==> src/rtl/multicycle_control_fsm.sv <==
// Multi-cycle control sequencer: accepts one opcode per valid/ready handshake and walks
// DECODE/EXEC/MEM/WB, holding memory strobes until acknowledge or timeout.
module multicycle_control_fsm #(
    parameter int OPCODE_W = 6,
    parameter int ALUOP_W  = 2,
    parameter int TIMEOUT  = 15,
    parameter int CNT_W    = 16
) (
    input  logic                clk,
    input  logic                rst,
    input  logic                instr_valid,
    output logic                instr_ready,
    input  logic [OPCODE_W-1:0] opcode,
    input  logic                mem_ready,
    output logic                regWrite,
    output logic                memWrite,
    output logic                memRead,
    output logic [ALUOP_W-1:0]  aluOp,
    output logic                busy,
    output logic                instr_done,
    output logic                illegal,
    output logic                mem_timeout,
    output logic [CNT_W-1:0]    retired_cnt
);

    localparam int WAIT_W = (TIMEOUT > 1) ? $clog2(TIMEOUT) : 1;
    localparam logic [WAIT_W-1:0]   WAIT_LAST = WAIT_W'(TIMEOUT - 1);
    localparam logic [OPCODE_W-1:0] OP_ADD    = OPCODE_W'(0);
    localparam logic [OPCODE_W-1:0] OP_SUB    = OPCODE_W'(1);
    localparam logic [OPCODE_W-1:0] OP_AND    = OPCODE_W'(2);
    localparam logic [OPCODE_W-1:0] OP_LOAD   = OPCODE_W'(3);
    localparam logic [OPCODE_W-1:0] OP_STORE  = OPCODE_W'(4);

    typedef enum logic [2:0] {IDLE, DECODE, EXEC, MEM, WB} state_t;

    state_t              state, nextState;
    logic [OPCODE_W-1:0] opQ;
    logic [WAIT_W-1:0]   waitCnt;
    logic [CNT_W-1:0]    retiredCnt;
    logic                handshake;
    logic                opLegal, opIsLoad, opIsStore, opIsMem;
    logic [ALUOP_W-1:0]  opAlu;

    assign instr_ready = (state == IDLE) && !rst;
    assign handshake   = instr_valid && instr_ready;
    assign busy        = (state != IDLE);
    assign retired_cnt = retiredCnt;

    always_comb begin
        opIsLoad  = (opQ == OP_LOAD);
        opIsStore = (opQ == OP_STORE);
        opIsMem   = opIsLoad || opIsStore;
        opLegal   = (opQ <= OP_STORE);
        case (opQ)
            OP_SUB:  opAlu = ALUOP_W'(1);
            OP_AND:  opAlu = ALUOP_W'(2);
            default: opAlu = '0;  // ADD, and the address add for LOAD/STORE
        endcase
    end

    always_ff @(posedge clk) begin
        if (rst) begin
            state      <= IDLE;
            opQ        <= '0;
            waitCnt    <= '0;
            retiredCnt <= '0;
        end else begin
            state <= nextState;
            if (handshake)
                opQ <= opcode;
            if (state == EXEC)
                waitCnt <= '0;
            else if (state == MEM)
                waitCnt <= waitCnt + WAIT_W'(1);
            if (instr_done)
                retiredCnt <= retiredCnt + CNT_W'(1);
        end
    end

    always_comb begin
        nextState   = state;
        regWrite    = 1'b0;
        memWrite    = 1'b0;
        memRead     = 1'b0;
        aluOp       = '0;
        instr_done  = 1'b0;
        illegal     = 1'b0;
        mem_timeout = 1'b0;
        case (state)
            IDLE: begin
                if (handshake)
                    nextState = DECODE;
            end
            DECODE: begin
                if (!opLegal) begin
                    illegal   = 1'b1;
                    nextState = IDLE;
                end else begin
                    nextState = EXEC;
                end
            end
            EXEC: begin
                aluOp     = opAlu;
                nextState = opIsMem ? MEM : WB;
            end
            MEM: begin
                aluOp    = opAlu;
                memRead  = opIsLoad;
                memWrite = opIsStore;
                // an acknowledge in the last allowed cycle still completes the access
                if (mem_ready) begin
                    if (opIsLoad) begin
                        nextState = WB;
                    end else begin
                        instr_done = 1'b1;
                        nextState  = IDLE;
                    end
                end else if (waitCnt == WAIT_LAST) begin
                    mem_timeout = 1'b1;
                    nextState   = IDLE;
                end
            end
            WB: begin
                regWrite   = 1'b1;
                instr_done = 1'b1;
                nextState  = IDLE;
            end
            default: nextState = IDLE;
        endcase
    end

endmodule

==> config.mk <==
export PLATFORM = sky130hd
export DESIGN_NAME = multicycle_control_fsm
export DESIGN_NICKNAME = d
export VERILOG_FILES = /design/src/rtl/multicycle_control_fsm.sv
export SDC_FILE = /design/constraint.sdc
export NUM_CORES = 1
export LEC_CHECK = 0
export CAP_MARGIN = 25
export CORE_MARGIN = 4
export CORE_UTILIZATION = 34
export DETAILED_ROUTE_END_ITERATION = 16
export SYNTH_ARGS = -nofsm -noshare
export SYNTH_HDL_FRONTEND = slang
export SYNTH_SLANG_ARGS = --single-unit
==> constraint.sdc <==
create_clock -name clk -period 2.1 [get_ports clk]
set_input_delay 0.21 -clock clk [delete_from_list [all_inputs] [get_ports clk]]
set_output_delay 0.21 -clock clk [all_outputs]
set_load 0.01 [all_outputs]
After elaboration in Yosys (flattened, before gate mapping)
Cells that the tools add are included.
{ "classes": {"add_sub_neg": 2, "magnitude_cmp": 1, "eq_ne": 11, "muxes": 20, "reduce_logical": 9} }
{ "op_table": {"columns": ["cell", "count"], "rows": [
  ["$add A16 B1 Y16 const B", 1],
  ["$mux W3", 5],
  ["$eq A6 B2 Y1 const B", 2],
  ["$pmux W3 S4", 1],
  ["$mux W1", 10],
  ["$eq A3 B2 Y1 const B", 2],
  ["$eq A6 B1 Y1 const B", 1],
  ["$eq A6 B3 Y1 const B", 1],
  ["$le A6 B3 Y1 const B", 1],
  ["$add A4 B1 Y4 const B", 1],
  ["$eq A4 B4 Y1 const B", 1],
  ["$mux W2", 2],
  ["$pmux W2 S2", 1],
  ["$reduce_or A2 Y1", 2],
  ["$eq A3 B1 Y1 const B", 1],
  ["$eq A3 B3 Y1 const B", 1],
  ["$logic_not A3 Y1", 1],
  ["$ne A3 B2 Y1 const B", 1],
  ["$reduce_bool A3 Y1", 1],
  ["$logic_and A1 B1 Y1", 2],
  ["$ne A2 B2 Y1 const B", 1],
  ["$pmux W1 S2", 1],
  ["$reduce_and A2 Y1", 1],
  ["$logic_not A1 Y1", 1],
  ["$logic_or A1 B1 Y1", 1]
]} }
{ "totals": {"regBits": 29, "in_bits": 10, "out_inout_bits": 26, "elab_cells": 47} }

Longest topological paths before layout
{ "logic_depth": {"word_depth": 5, "ltp_mapped": 6, "ltp_nobuf": 6} }

Worst setup path after synthesis
No wires, ideal clock.
{ "synth_path": {"kind": "register to register", "from": "register retiredCnt[0], in the netlist retired_cnt[0]", "to": "register retiredCnt[14], in the netlist retired_cnt[14]", "setup_ps": 121, "t_arrival_ps": 1621, "required_time_ps": 1979, "slack_ps": 358, "path_stages_with_launch": 6, "n_path_buf": 0, "cell_sequence": "dfxtp_1 > ha_1 > and3_1 > nand4_1 > a211oi_4 > mux2_4"} }
{ "synth_between": {"elab_chain_len": 1} }
{ "synth_rtl": {"columns": ["element", "line_no", "source"], "rows": [
  ["start, declared", "39", "logic [CNT_W-1:0] retiredCnt;"],
  ["start signal, assigned", "76", "retiredCnt <= retiredCnt + CNT_W'(1);"],
  ["$add A16 B1 Y16", "76", null]
]} }
No other way between the ends.
A chain may end at the register's enable or synchronous reset.

Worst setup path after layout
{ "layout_path": {"from": "register opQ[5]", "to": "output port aluOp[0]"} }
{ "layout_between": {"elab_chain_len": 3, "word_cells_on_any_way": 4, "cone_classes": "2 x eq/ne; 2 x mux"} }
{ "layout_rtl": {"columns": ["element", "line_no", "source"], "rows": [
  ["start, declared", "37", "logic [OPCODE_W-1:0] opQ;"],
  ["start signal, assigned", "70", "opQ <= opcode;"],
  ["$eq A6 B2 Y1 or $eq A6 B1 Y1 (tied branches)", "54", "case (opQ)"],
  ["$pmux W2 S2 *", "54", null],
  ["$mux W2 *", "89", "case (state)"],
  ["end, declared", "18", "output logic [ALUOP_W-1:0] aluOp,"]
]} }
Every way passes the cells marked *; elsewhere a longest branch is shown, timed or not.

==> summary.txt <==
Setup path
  – RR Endpoint: retired_cnt[11]
  – Startpoint Class: flop
  – CP max-delay cell: or3_1
  – Critical path cell sequence: or3_4 > or3_1 > nor3b_2 > clkdlybuf4s15_1
  – Arr. time, crit path: between 1.5 and 2 ns
  – Worst endpoint required time: 1.89 ns
  – CP Class: reg -> out
  – Buf/Inv on CP: 1
  – CP Launch Point: opQ[5]
  – CP Depth: 4
  – RR Startpoint: state[1]
  – Top delay family on crit path: simple AND/OR/NAND/NOR gates
  – CP endpoint kind: output pin
  – Reg2Reg Depth: 5
  – Worst Path Max Fanout: 2
  – Setup slack, reg-to-reg: ~0.32 ns
  – Critical path's largest stage delay: 0.41 ns

Yosys
  – Cell taking the most area after synthesis: dfxtp_1
  – Ranking of synthesized cells by area: dfxtp_1 (35%), mux2_4 (6.3%), nor2_1 (5.6%)
  – Yosys cell types: 38
  – Main synth FF type: dfxtp_1
  – Syn Area/Cell: approximately 8.5 um^2
  – FFs w/ async S/R, synth: 0
  – Synth top area share: 0.345
  – Synth Cell Area: approximately 0.0017 mm^2
  – Cells after Synth: ~200
  – Synth top cells by count: dfxtp_1 (29), nor2_1 (25), nand2_1 (17)
  – Ys Warns: 0
  – Most frequent cell after synthesis: dfxtp_1
  – Number of flops mapped to enable cells by yosys: 0
  – Sequential-to-total area share from yosys stat: 0.345
  – FF+latch count, synth: 29
  – Mapped Nets: 210

Floorplan
  – I/O pin total: 36
  – Die width: a little under 80 um
  – Die Ht: roughly 78 um
  – Starting density of the core: 0.354
  – Core footprint: about 0.0048 mm^2
  – Core Rows: 25
  – Die area: a little over 0.006 mm^2

Layout
  – Nets: roughly 260
  – Layout area overhead: 35.0%
  – Layout cells sized above 1: 0.217
  – Fillers: 506
  – Ant. Diodes: 0

Hold path
  – Worst hold start: opQ[4]
  – Hold Path Sink: opQ[4]
  – Worst Hold Class: reg -> reg
  – Hold path depth: 2

Clock network
  – Root Driver: clkbuf_8
  – Clk slew on worst S/H paths: 0.06 ns
  – Htree depth: 2
  – # clock sinks: 29
  – Worst-Skew Late Latency: between 0.2 and 0.3 ns
  – Cts bufs inserted: 5
  – CTS tree: done
  – Clk buf depth: 2
  – Number of hold buffers added after CTS: 0
  – Post-CTS Setup Repair Bufs: 0

GRT
  – Largest net degree at the start of global routing: 37
  – Congestion Overflow GR: 0
  – First-pass GRT wire length: about 6.4 mm
  – Gr usage total: 0.128
  – Vias in the first global route: about 1400
  – Initial antenna violation count: 0

STA
  – F_max: slightly below 500 MHz
  – Measured slew at the worst slew-check pin: 0.420 ns
  – Setup violations, final: 0
  – Hold slack: 0.471 ns
  – Slew HR: 0.713
  – Final Hold Vio Count: 0
  – Final Max Tran Viols: 0
  – Worst Clk Skew: roughly 0.0041 ns
  – Min Tclk post-route: between 2 and 2.5 ns
  – Period Utilization, post-route: 0.970

Flow run
  – Max-cap check violation count: 0

Placed design
  – Dpl hpwl: 2.74 mm
  – GP Congestion: 0.763
  – # port buffers: 35

Routing
  – DRC: 0
  – Final ANT Viol Nets: 0
  – Drt initial violations: 60
  – DR vias: roughly 1500
  – Avg WL per Cell: 11.9 um
  – DRT Wirelength: 3.71 mm
  – Detailed-route vias per instance: ~4.8
  – DR pass1 iterations: 4

Run status
  – Status: completed

Power
  – Static Leak: 0.872 nW
  – Worst VDD drop: 0.349 mV
  – PwrDens: 540 mW/mm^2
  – Total Power: about 1.2 mW
-- worst min-delay path, cell delays in order (launching register included) --
cell	delay, ns
dfxtp_1	0.31
nand2b_1	0.06
o21ai_0	0.06
-- final cells by class --
class / count / area (um^2) / share of cell area
Clock buffer: 7 / 96.3 / 0.0424
Clock inverter: 1 / 5.00 / 0.00220
Inverter: 3 / 11.3 / 0.00496
Multi-Input combinational cell: 154 / 1030 / 0.455
Sequential cell: 29 / 582 / 0.256
Tap cell: 67 / 83.8 / 0.0369
Timing Repair Buffer: 50 / 459 / 0.202
-- report_power, final --
group / total, mW / internal (mW) / leakage (nW) / switching [mW]
Combinational: 0.143 / 0.0724 / 0.582 / 0.0709
Clock: 0.505 / 0.296 / 0.0542 / 0.209
Sequential: 0.579 / 0.565 / 0.235 / 0.0140
Total: 1.23 / 0.933 / 0.872 / 0.294
-- sequential cells by signal (all words and copies together), names as in the netlist --
| name | cells |
|---|---|
| opQ | 6 |
| retired_cnt | 16 |
| state | 3 |
| waitCnt | 4 |
-- worst max path at each step --
| stage | endpoint | slack, ns |
|---|---|---|
| floorplan | retired_cnt[14] | 0.36 |
| global placement | retired_cnt[15] | 0.05 |
| detailed placement | retired_cnt[11] | -0.03 |
| CTS | instr_ready | 0.03 |
| global route | aluOp[0] | -0.02 |
| finish | aluOp[0] | 0.06 |
-- stage by stage --
step	setup WS, ns	instance area (um^2)	utilization	TNS [ns]	instances
after floorplan	0.358	1680	-	0	197
after global placement	0.0506	2160	0.455	0	303
after detailed placement	-0.0257	2160	0.455	-0.0257	303
after CTS	0.0257	2260	0.475	0	311
after global routing	-0.0195	2270	0.478	-0.0195	311
final	0.0623	2270	0.478	0	311
-- per-layer routing --
metal  GRT usage  vias to the layer above  part of all wire
met4      0.0524                        0             0.017
met5           0                        -                 0
li1            -                      783                 -
met1       0.161                      684              0.47
met2       0.205                       32              0.46
met3      0.0378                        7             0.052
-- cells by family (layout without fill, tap and decap cells) --
| kind of cell | Yosys count | in the layout | synth area share |
|---|---|---|---|
| simple gates | 99 | 99 | 0.315 |
| buf+inv | 14 | 61 | 0.0461 |
| flops | 29 | 29 | 0.345 |
| compound gates | 39 | 39 | 0.168 |
| mux | 13 | 13 | 0.103 |
| fa+ha+maj | 3 | 3 | 0.0223 |
-- what timing repair did --
action / CTS / global route
gates cloned: 0 / 0
setup endpoints to repair: 5 / 5
pin swaps: 0 / 0
gates resized for setup: 5 / 8
-- cells in the final DEF (no fill, tap or decap), drive strengths merged, types with 4 or more instances in the layout --
cell type      instances
a21oi                 15
buf                   15
clkbuf                 8
clkdlybuf4s50         28
dfxtp                 29
mux2                  13
nand2                 17
nand2b                 5
nand3                 10
nor2                  25
nor2b                 13
nor3                   7
nor3b                  4
o21ai                 10
(Power assumes the default switching activity.)
